## config.mk

```make
export PLATFORM = sky130hd
export DESIGN_NAME = fetch_unit_flat
export DESIGN_NICKNAME = d
export VERILOG_FILES = /design/src/rtl/fetch_unit_if.sv /design/src/rtl/fetch_unit.sv /design/src/flat_wrapper.sv
export SDC_FILE = /design/constraint.sdc
export NUM_CORES = 1
export LEC_CHECK = 0
export CORE_ASPECT_RATIO = 1.25
export CORE_MARGIN = 5
export CORE_UTILIZATION = 25
export CTS_BUF_LIST = sky130_fd_sc_hd__clkbuf_16
export DETAILED_ROUTE_END_ITERATION = 10
export MAX_ROUTING_LAYER = met4
export PLACE_DENSITY_LB_ADDON = 0.08
export SLEW_MARGIN = 15
export SYNTH_ARGS = -nofsm -noshare
export SYNTH_HDL_FRONTEND = slang
export SYNTH_SLANG_ARGS = --single-unit
```

## constraint.sdc

```tcl
create_clock -name clk -period 6.1 [get_ports clk]
set_clock_uncertainty 0.2 [all_clocks]
set_input_delay 1.22 -clock clk [delete_from_list [all_inputs] [get_ports clk]]
set_output_delay 1.22 -clock clk [all_outputs]
set_load 0.02 [all_outputs]
```

## src/rtl/fetch_unit_if.sv

```systemverilog
// fetch_unit_if: fetch-stage bus bundle (instruction memory, redirect, decode handshake)
//   master : the fetch unit (drives im_req/im_addr and the id_* outputs)
//   slave  : the environment (memory, execute redirect, decoder)
interface fetch_unit_if;
    logic        im_req;
    logic [31:0] im_addr;
    logic        im_gnt;
    logic        im_rvalid;
    logic [31:0] im_rdata;
    logic        redirect_valid;
    logic [31:0] redirect_pc;
    logic        id_valid;
    logic        id_ready;
    logic [31:0] id_instr;
    logic [31:0] id_pc;
    modport master (
        output im_req, im_addr, id_valid, id_instr, id_pc,
        input  im_gnt, im_rvalid, im_rdata, redirect_valid, redirect_pc, id_ready
    );
    modport slave (
        input  im_req, im_addr, id_valid, id_instr, id_pc,
        output im_gnt, im_rvalid, im_rdata, redirect_valid, redirect_pc, id_ready
    );
endinterface

```

## src/rtl/fetch_unit.sv

```systemverilog
// fetch_unit: instruction fetch stage with PC generation, in-order buffer and redirect flush
//   clk            : rising-edge clock
//   rst            : asynchronous active-low reset
//   bus (master)   : im_req/im_addr/im_gnt/im_rvalid/im_rdata memory side,
//                    redirect_valid/redirect_pc from execute,
//                    id_valid/id_ready/id_instr/id_pc towards decode
//   FETCH_PERF_EN  : when defined, adds perf_fetch_cnt (pops) and perf_flush_cnt (redirect cycles)
module fetch_unit #(
    parameter logic [31:0] RESET_PC   = 32'h0000_0000,
    parameter int          FIFO_DEPTH = 4
) (
    input  logic          clk,
    input  logic          rst,
    fetch_unit_if.master  bus
`ifdef FETCH_PERF_EN
    ,
    output logic [31:0]   perf_fetch_cnt,
    output logic [31:0]   perf_flush_cnt
`endif
);
    localparam int AW = $clog2(FIFO_DEPTH);
    localparam int PW = AW + 1;
    localparam int DW = 16;
    localparam logic [PW:0] DEPTH = (PW+1)'(FIFO_DEPTH);
    localparam logic [31:0] NOP = 32'h0000_0013;

    logic [31:0]   r_fetch_pc;
    logic [PW-1:0] r_wr_ptr;
    logic [PW-1:0] r_rd_ptr;
    logic [PW-1:0] r_outstanding;
    logic [AW-1:0] r_tag_wr;
    logic [AW-1:0] r_tag_rd;
    logic [DW-1:0] r_drop_cnt;
    logic [31:0]   r_fifo_instr [FIFO_DEPTH];
    logic [31:0]   r_fifo_pc    [FIFO_DEPTH];
    logic [31:0]   r_tag_pc     [FIFO_DEPTH];

    logic [PW-1:0] w_occ;
    logic [PW:0]   w_inflight;
    logic          w_empty;
    logic          w_issue;
    logic          w_push;
    logic          w_pop;
    logic          w_drop;

    assign w_occ      = r_wr_ptr - r_rd_ptr;
    assign w_inflight = {1'b0, w_occ} + {1'b0, r_outstanding};
    assign w_empty    = r_wr_ptr == r_rd_ptr;

    // Gating with rst keeps the request low while reset is held, and lets it rise
    // as soon as reset is released.
    assign bus.im_req  = rst && !bus.redirect_valid && (w_inflight < DEPTH);
    assign bus.im_addr = r_fetch_pc;

    assign w_issue = bus.im_req && bus.im_gnt;
    assign w_drop  = bus.im_rvalid && (r_drop_cnt != '0);
    assign w_push  = bus.im_rvalid && (r_drop_cnt == '0) && !bus.redirect_valid;
    assign w_pop   = !w_empty && bus.id_ready && !bus.redirect_valid;

    assign bus.id_valid = !w_empty;
    assign bus.id_instr = w_empty ? NOP   : r_fifo_instr[r_rd_ptr[AW-1:0]];
    assign bus.id_pc    = w_empty ? '0    : r_fifo_pc[r_rd_ptr[AW-1:0]];

    always_ff @(posedge clk or negedge rst) begin
        if (!rst) begin
            r_fetch_pc    <= RESET_PC;
            r_wr_ptr      <= '0;
            r_rd_ptr      <= '0;
            r_outstanding <= '0;
            r_tag_wr      <= '0;
            r_tag_rd      <= '0;
            r_drop_cnt    <= '0;
        end else if (bus.redirect_valid) begin
            // Every request still in flight will return a stale word that must be discarded;
            // a word arriving this very cycle is already consumed by the flush.
            r_fetch_pc    <= bus.redirect_pc & ~32'h3;
            r_wr_ptr      <= '0;
            r_rd_ptr      <= '0;
            r_tag_wr      <= '0;
            r_tag_rd      <= '0;
            r_outstanding <= '0;
            r_drop_cnt    <= r_drop_cnt + DW'(r_outstanding) - DW'(bus.im_rvalid);
        end else begin
            if (w_issue) begin
                r_fetch_pc <= r_fetch_pc + 32'd4;
                r_tag_wr   <= r_tag_wr + AW'(1);
            end
            if (w_push) begin
                r_wr_ptr <= r_wr_ptr + PW'(1);
                r_tag_rd <= r_tag_rd + AW'(1);
            end
            if (w_pop)
                r_rd_ptr <= r_rd_ptr + PW'(1);
            if (w_drop)
                r_drop_cnt <= r_drop_cnt - DW'(1);
            r_outstanding <= r_outstanding + PW'(w_issue) - PW'(w_push);
        end
    end

    // Storage needs no reset: pointers alone define which entries are live.
    always_ff @(posedge clk) begin
        if (w_issue)
            r_tag_pc[r_tag_wr] <= r_fetch_pc;
        if (w_push) begin
            r_fifo_instr[r_wr_ptr[AW-1:0]] <= bus.im_rdata;
            r_fifo_pc[r_wr_ptr[AW-1:0]]    <= r_tag_pc[r_tag_rd];
        end
    end

`ifdef FETCH_PERF_EN
    always_ff @(posedge clk or negedge rst) begin
        if (!rst) begin
            perf_fetch_cnt <= '0;
            perf_flush_cnt <= '0;
        end else begin
            if (w_pop)
                perf_fetch_cnt <= perf_fetch_cnt + 32'd1;
            if (bus.redirect_valid)
                perf_flush_cnt <= perf_flush_cnt + 32'd1;
        end
    end
`endif
endmodule

```

## src/flat_wrapper.sv

```systemverilog
// flat-port wrapper written by rule: the top's interface ports become plain ports
module fetch_unit_flat 
#(
    parameter logic [31:0] RESET_PC   = 32'h0000_0000,
    parameter int          FIFO_DEPTH = 4
)
  (clk, rst, bus_im_req, bus_im_addr, bus_id_valid, bus_id_instr, bus_id_pc, bus_im_gnt, bus_im_rvalid, bus_im_rdata, bus_redirect_valid, bus_redirect_pc, bus_id_ready);
  fetch_unit_if bus_i ();
  input  logic clk;
  input  logic rst;
  output wire logic [$bits(bus_i.im_req)-1:0] bus_im_req;
  output wire logic [$bits(bus_i.im_addr)-1:0] bus_im_addr;
  output wire logic [$bits(bus_i.id_valid)-1:0] bus_id_valid;
  output wire logic [$bits(bus_i.id_instr)-1:0] bus_id_instr;
  output wire logic [$bits(bus_i.id_pc)-1:0] bus_id_pc;
  input wire logic [$bits(bus_i.im_gnt)-1:0] bus_im_gnt;
  input wire logic [$bits(bus_i.im_rvalid)-1:0] bus_im_rvalid;
  input wire logic [$bits(bus_i.im_rdata)-1:0] bus_im_rdata;
  input wire logic [$bits(bus_i.redirect_valid)-1:0] bus_redirect_valid;
  input wire logic [$bits(bus_i.redirect_pc)-1:0] bus_redirect_pc;
  input wire logic [$bits(bus_i.id_ready)-1:0] bus_id_ready;
  assign bus_im_req = bus_i.im_req;
  assign bus_im_addr = bus_i.im_addr;
  assign bus_id_valid = bus_i.id_valid;
  assign bus_id_instr = bus_i.id_instr;
  assign bus_id_pc = bus_i.id_pc;
  assign bus_i.im_gnt = bus_im_gnt;
  assign bus_i.im_rvalid = bus_im_rvalid;
  assign bus_i.im_rdata = bus_im_rdata;
  assign bus_i.redirect_valid = bus_redirect_valid;
  assign bus_i.redirect_pc = bus_redirect_pc;
  assign bus_i.id_ready = bus_id_ready;
  fetch_unit #(.RESET_PC(RESET_PC), .FIFO_DEPTH(FIFO_DEPTH)) u_core (.clk(clk), .rst(rst), .bus(bus_i));
endmodule
```

-- Word level (Yosys, flattened, before mapping)
Memories as Yosys holds them, arrays and structs flattened.
Cells that the tools add are included.
- word-level logic and storage cells: 59
- bits in writable memories: 384
- memories kept: 3
- input bits: 70
- output and inout port bits: 98
- flip-flop bits (word level): 61
- add/subtract/negate cells: 12
- order comparisons: 1
- equality and inequality tests: 1
- multiplexer cells: 19
- reductions and logical operators: 16
- memories (name ; depth ; width ; read ports ; clocked after Yosys merged registers in ; write ports ; RTL line ; source):
    u_core.r_fifo_instr ; 4 ; 32 ; 1 ; 0 ; 1 ; fetch_unit.sv:34 ; logic [31:0] r_fifo_instr [FIFO_DEPTH];
    u_core.r_fifo_pc ; 4 ; 32 ; 1 ; 0 ; 1 ; fetch_unit.sv:35 ; logic [31:0] r_fifo_pc [FIFO_DEPTH];
    u_core.r_tag_pc ; 4 ; 32 ; 1 ; 0 ; 1 ; fetch_unit.sv:36 ; logic [31:0] r_tag_pc [FIFO_DEPTH];
- operators with widths (kind ; number):
    two-way mux 32 bit ; 4
    adder 32 x 3 -> 32 bit (second input constant) ; 1
    two-way mux 16 bit ; 2
    adder 16 x 3 -> 16 bit ; 1
    logical NOT 16 bit ; 1
    nonzero test 16 bit ; 1
    subtractor 16 x 1 -> 16 bit ; 1
    subtractor 16 x 1 -> 16 bit (second input constant) ; 1
    two-way mux 3 bit ; 5
    logical AND 1 bit ; 8
    two-way mux 2 bit ; 4
    nonzero test 2 bit ; 4
    adder 3 x 1 -> 3 bit (second input constant) ; 2
    adder 2 x 1 -> 2 bit (second input constant) ; 2
    adder 3 x 3 -> 4 bit ; 1
    less-than comparator 4 x 3 -> 1 bit (second input constant) ; 1
    two-way mux 1 bit ; 4
    adder 3 x 1 -> 3 bit ; 1
    == test 3 bit ; 1
    subtractor 3 x 1 -> 3 bit ; 1
    subtractor 3 bit ; 1
    logical NOT 1 bit ; 2

-- Logic depth before layout (Yosys ltp)
- depth after elaboration: 8
- gate-level depth with buffers: 17
- mapped depth without buffers: 15

-- Least setup slack after synthesis
Ideal clock, no wire load.
- path type: register to register
- start: register u_core.r_rd_ptr[1]
- end: memory u_core.r_tag_pc[0][10], enable pin
- cell stages (with the launch flop): 13
- setup slack: 1.860 ns
- buffers on the path: 4
- required time: 5.510 ns
- setup time: 0.390 ns
- data arrival time: 3.651 ns
- period minus slack after synthesis: 4.240 ns
- cells stage by stage: dfrtp_1 > clkbuf_1 > clkbuf_1 > inv_1 > fa_1 > xor2_1 > ha_1 > nor4b_2 > nand4_1 > inv_1 > buf_2 > buf_2 > and2_1
- cells in the longest elaborated chain, start to end: 7
- ends and longest elaborated chain (element ; RTL line ; source):
    start, declared ; fetch_unit.sv:29 ; logic [PW-1:0] r_rd_ptr;
    start signal, assigned ; fetch_unit.sv:93 ; r_rd_ptr <= r_rd_ptr + PW'(1);
    subtractor 3 bit ; fetch_unit.sv:46 ; assign w_occ = r_wr_ptr - r_rd_ptr;
    adder 3 x 3 -> 4 bit ; fetch_unit.sv:47 ; assign w_inflight = {1'b0, w_occ} + {1'b0, r_outstanding};
    less-than comparator 4 x 3 -> 1 bit ; fetch_unit.sv:52 ; assign bus.im_req = rst && !bus.redirect_valid && (w_inflight < DEPTH);
    logical AND 1 bit ; fetch_unit.sv:52 ;
    logical AND 1 bit ; fetch_unit.sv:55 ; assign w_issue = bus.im_req && bus.im_gnt;
    two-way mux 1 bit ; fetch_unit.sv:102 ; if (w_issue)
    two-way mux 1 bit (not written as such) ; fetch_unit.sv:103 ; r_tag_pc[r_tag_wr] <= r_fetch_pc;
    end, declared ; fetch_unit.sv:36 ;
No other way between the ends.

-- Worst setup path in the final report
- start: register u_core.r_rd_ptr[1]
- end: output port bus_im_req
- cells in the longest elaborated chain, start to end: 4
- ends and longest elaborated chain (element ; RTL line ; source):
    subtractor 3 bit ; fetch_unit.sv:46 ;
    adder 3 x 3 -> 4 bit ; fetch_unit.sv:47 ;
    less-than comparator 4 x 3 -> 1 bit ; fetch_unit.sv:52 ;
    logical AND 1 bit ; fetch_unit.sv:52 ;
    end, declared ; flat_wrapper.sv:11 ; output wire logic [$bits(bus_i.im_req)-1:0] bus_im_req;
No other way between the ends.

==> flow_results.org <==
** CTS
- Hold buffer count at CTS :: 0
- TritonCTS clock tree :: yes
- Number of cells upsized or downsized after cts :: 0
- Number of setup buffers added after CTS :: 0
- Level count of the clock H-tree :: 2
- CTS saw 427 sinks.
- Counting the buffers created by CTS gives 49.
- Max Buffers Root-to-Sink :: 3
- CTS clk-pin slew, worst paths :: 0.06 ns
- Cell at the root of the clock tree :: clkbuf_16
- At the later pin of the worst-skew pair, clock insertion delay measures 0.58 ns.

** Pwr
- Power comes to 7.695 mW.
- Combinational logic burns 16.9% of the power.
- In this run the power spent charging and discharging nets is 2.078 mW.
- Lkg Pwr :: 7.574 nW
- PwrDens :: 339.6 mW/mm^2
- The share of total power dissipated in sequential elements is 44.0%.
- Sw Ratio :: 27.00%
- Of the total power, the clock network draws 39.1%.
- Worst-case vdd ir drop :: 0.0002185 V
- The internal power of the cells totals 5.617 mW.

** Worst setup path
- The number of buffers and inverters on the critical path is 2.
- Among all stages on the critical path, the largest delay is contributed by dfrtp_4.
- Traced cell by cell, the critical path runs through inv_1 > fa_1 > xor2_1 > ha_1 > nor4b_2 > and3_2 > clkdlybuf4s50_1.
- CP Data Arrival Time :: 3.55 ns
- Highest fanout seen on the critical path :: 23
- Critical path endpoint category :: output pin
- For this run, the slowest stage of the critical path takes 0.68 ns.
- STA classifies the critical path startpoint as a flip-flop.
- In this design, the largest share of critical-path delay is due to buffers and inverters.
- R2R Setup Slk :: 2.04 ns
- Req. time, crit path :: 4.68 ns
- Crit Path Class :: reg -> out

** Run status
- The run finished with clean final reports.

** Global routing
- The first global-routing pass estimated 70290 microns of wire.
- Vias in the first global route :: 10719
- Number of antenna violations at the first check in global routing :: 2
- Total global-route track usage :: 12.12%
- After global routing the overflow that remains totals 0.
- Entering global routing, the biggest net connects 72 pins.

** Layout
- The multi-input combinational cells in the finished layout cover a total of 0.005264 sq mm.
- The area growth from synthesis to layout is 24.45%.
- Non-filler instance count after layout :: 2257
- Ant diodes :: 0
- The filler cells instantiated in the layout total 7134.
- Sequential cell area :: 0.01254 sq mm
- The post-route netlist has 16.86% of its cells at a drive strength greater than 1.
- Number of nets in the layout :: 1396

** Timing
- Setup-violating endpoint count in the final report :: 0
- At the pin with the least slew margin, the transition time is 0.8704 ns.
- The clock period could shrink to 4.974 ns.
- The number of failing hold endpoints at the final stage was 0.
- Headroom to the max-slew limit came out at 41.98%.
- Setup repair after global routing left no endpoint under its margin.
- Post-Route Setup TNS :: 0 ns
- Peak clock frequency supported by timing :: 201.0 MHz
- After layout, the worst path uses 81.55% of the clock period.
- The final count of pins violating max slew came to 0.
- Setup slack on the critical path of the routed design comes to 1.126 ns.

** Drt
- In the routed layout, each cell is associated on average with a via count of 4.315.
- In the routed design, unresolved DRC markers number 0.
- Before antenna repair, the detailed router went through 7 iterations.
- The routed design has 46260 microns of wire.
- Once detail routing completed, the nets flagged for antenna violations numbered 0.
- For this block, the via count after detailed routing is 9739.
- After detailed routing, the average wire length per cell comes to 20.49 microns.
- The first routing iteration left 487 violations.

** Logic synthesis
- Synthesized area per cell :: 16.97 sq um
- By area, the combinational part of the netlist is dominated by multiplexers.
- The synthesized netlist occupies a cell area of 0.01821 sq mm.
- Leading register cell type out of synthesis :: edfxtp_1
- In the post-synthesis netlist, the cell with the most instances is edfxtp_1.
- Fraction of synthesized area in multiplexers :: 11.82%
- By area the synthesized netlist is led by edfxtp_1 61%, mux4_2 11%, dfrtp_1 8.1%.
- The share of the Yosys chip area taken by registers is 68.79%.
- Yosys mapped a number of flops with a built-in enable equal to 368.
- For this run, the number of Yosys warnings is 0.
- Counting flops and latches in the post-synthesis netlist gives 427.
- Of the post-synthesis cell area, the dominant cell type holds 60.68%.
- Yosys mapped the design onto 62 distinct sky130hd cell types.
- Arithmetic-cell share of the synthesized area counting full adders, half adders and majority gates :: 3.971%
- Fraction of the mapped netlist area in compound gates :: 3.889%
- Fraction of synthesis flops using an asynchronous set or reset pin :: 13.82%
- In the synthesized netlist, the number of instances is 1073.
- After Yosys synthesis, XOR and XNOR cells account for 2.068% of the synthesized area.
- In the synthesized netlist, the cells that appear most often are 368 x edfxtp_1, 92 x mux4_2, 72 x and2_1, 64 x nand2_1, 59 x dfrtp_1.
- Cell taking the most area after synthesis :: edfxtp_1
- Synthesized-area fraction occupied by and/or/nand/nor cells :: 7.022%

** Run
- Max-cap check violation count :: 0

** Floorplan
- Initial standard-cell utilization of the core :: 25.25%
- The die covers 0.07837 sq mm.
- Number of placed I/O pins :: 168
- Row generation in the floorplan step produced 110 rows.
- Core box area :: 0.07212 sq mm
- The die is 251.4 microns wide.
- Die height :: 311.7 microns

** Placed design
- At the end of routability-driven placement, the weighted congestion stood at 0.7451.
- Detailed placement finished with a half-perimeter wire length of 29680 microns.
- Pre-CTS setup slack :: 1.588 ns
- Quantity of I/O buffers inserted on ports :: 161
- Number of cells in the design after placement :: 2171

** Worst hold path
- The path class of the tightest hold or removal check is reg -> reg.
## logic make-up after synthesis
family / count (synthesis)
simple gates: 241
fa+ha+maj: 56
other cells: 1
flops: 427
mux: 100
compound gates: 103
xor+xnor: 43
buf+inv: 102
## power groups by stage
stage | sequential (mW) | clock [mW] | combinational (mW)
finish | 3.38 | 3.01 | 1.30
global route | 3.40 | 3.25 | 1.47
CTS | 3.39 | 3.15 | 1.32
detailed placement | 3.45 | 0 | 1.31
global placement | 3.44 | 0 | 1.33
floorplan | 3.43 | 0 | 0.914
## worst paths after layout
| path | startpoint | end | cells past startpoint |
|---|---|---|---|
| min | u_core.r_wr_ptr[2]$_DFFE_PN0P_ | u_core.r_wr_ptr[2]$_DFFE_PN0P_ | 2 |
| max | u_core.r_rd_ptr[1]$_DFFE_PN0P_ | bus_im_req | 7 |
| max reg2reg | u_core.r_rd_ptr[1]$_DFFE_PN0P_ | u_core.r_tag_pc[3][5]$_DFFE_PP_ | 11 |
| max in group asynchronous | rst | u_core.r_rd_ptr[1]$_DFFE_PN0P_ | 3 |
| min reg2reg | u_core.r_wr_ptr[2]$_DFFE_PN0P_ | u_core.r_wr_ptr[2]$_DFFE_PN0P_ | 2 |
| min in group asynchronous | rst | u_core.bus.im_addr[28]$_DFFE_PN0P_ | 2 |
## metrics by stage
step,utilization [%],hold slack [ns],cell area [sq um]
after detailed placement,29.16,0.3464,21030
after global placement,29.16,0.3460,21030
after global routing,31.42,0.4102,22660
after floorplan,-,0.3247,18220
final,31.42,0.3542,22660
after CTS,31.42,0.3639,22660
## per-layer routing
metal  vias to the layer above  share of wire (%)  global-route usage (%)
met3                        59                4.2                   2.202
met5                         -                  0                       -
met1                      4940                 44                   15.40
met2                       214                 50                   20.24
met4                         0                1.8                   2.940
li1                       4526                  -                       -
## placed cells by master, fill, tap and decap left out, types with 6 or more instances in the layout
cell type | Yosys | routed
dfrtp_1 | 59 | 55
clkbuf_16 | 0 | 50
nor2_1 | 31 | 31
bufinv_16 | 0 | 7
clkinv_2 | 0 | 8
ha_1 | 53 | 53
xor2_1 | 12 | 12
xnor2_1 | 31 | 31
o21ai_0 | 25 | 25
o311ai_1 | 6 | 6
nand4_1 | 11 | 11
a31oi_1 | 8 | 8
nand2_1 | 64 | 64
inv_1 | 55 | 59
edfxtp_1 | 368 | 368
mux4_2 | 92 | 92
nand3_1 | 26 | 26
o211ai_1 | 10 | 10
a21oi_1 | 15 | 15
buf_4 | 4 | 27
clkinv_1 | 1 | 9
mux2i_1 | 8 | 8
clkdlybuf4s50_1 | 0 | 159
and2_1 | 72 | 68
## flip-flops by register name, summed over array words and instances (netlist names)
name and count:
u_core.r_outstanding 3, u_core.r_tag_wr 2, u_core.r_fifo_instr 128, u_core.r_rd_ptr 3, u_core.r_wr_ptr 3, u_core.r_fifo_pc 120
u_core.r_drop_cnt 16, u_core.r_tag_rd 2, u_core.bus.im_addr 30, u_core.r_tag_pc 120
## cell type report
cell class,instances,share of cell area (%)
multi-input cells,547,23.23
flip-flops and latches,427,55.32
repair buffers,189,8.050
well taps,952,5.256
inverters,56,0.9276
clock inverters,36,1.695
clock buffers,50,5.521
## worst register-to-register path: cells and delay by family (launching register included)
| family | cells | cell delay, ns |
|---|---|---|
| adder cells (fa/ha/maj) | 2 | 0.75 |
| AND/OR/NAND/NOR | 3 | 0.85 |
| buffers and inverters | 5 | 1.07 |
| flip-flops | 1 | 0.68 |
| XOR/XNOR | 1 | 0.18 |
Power figures use the tool's default switching activity.
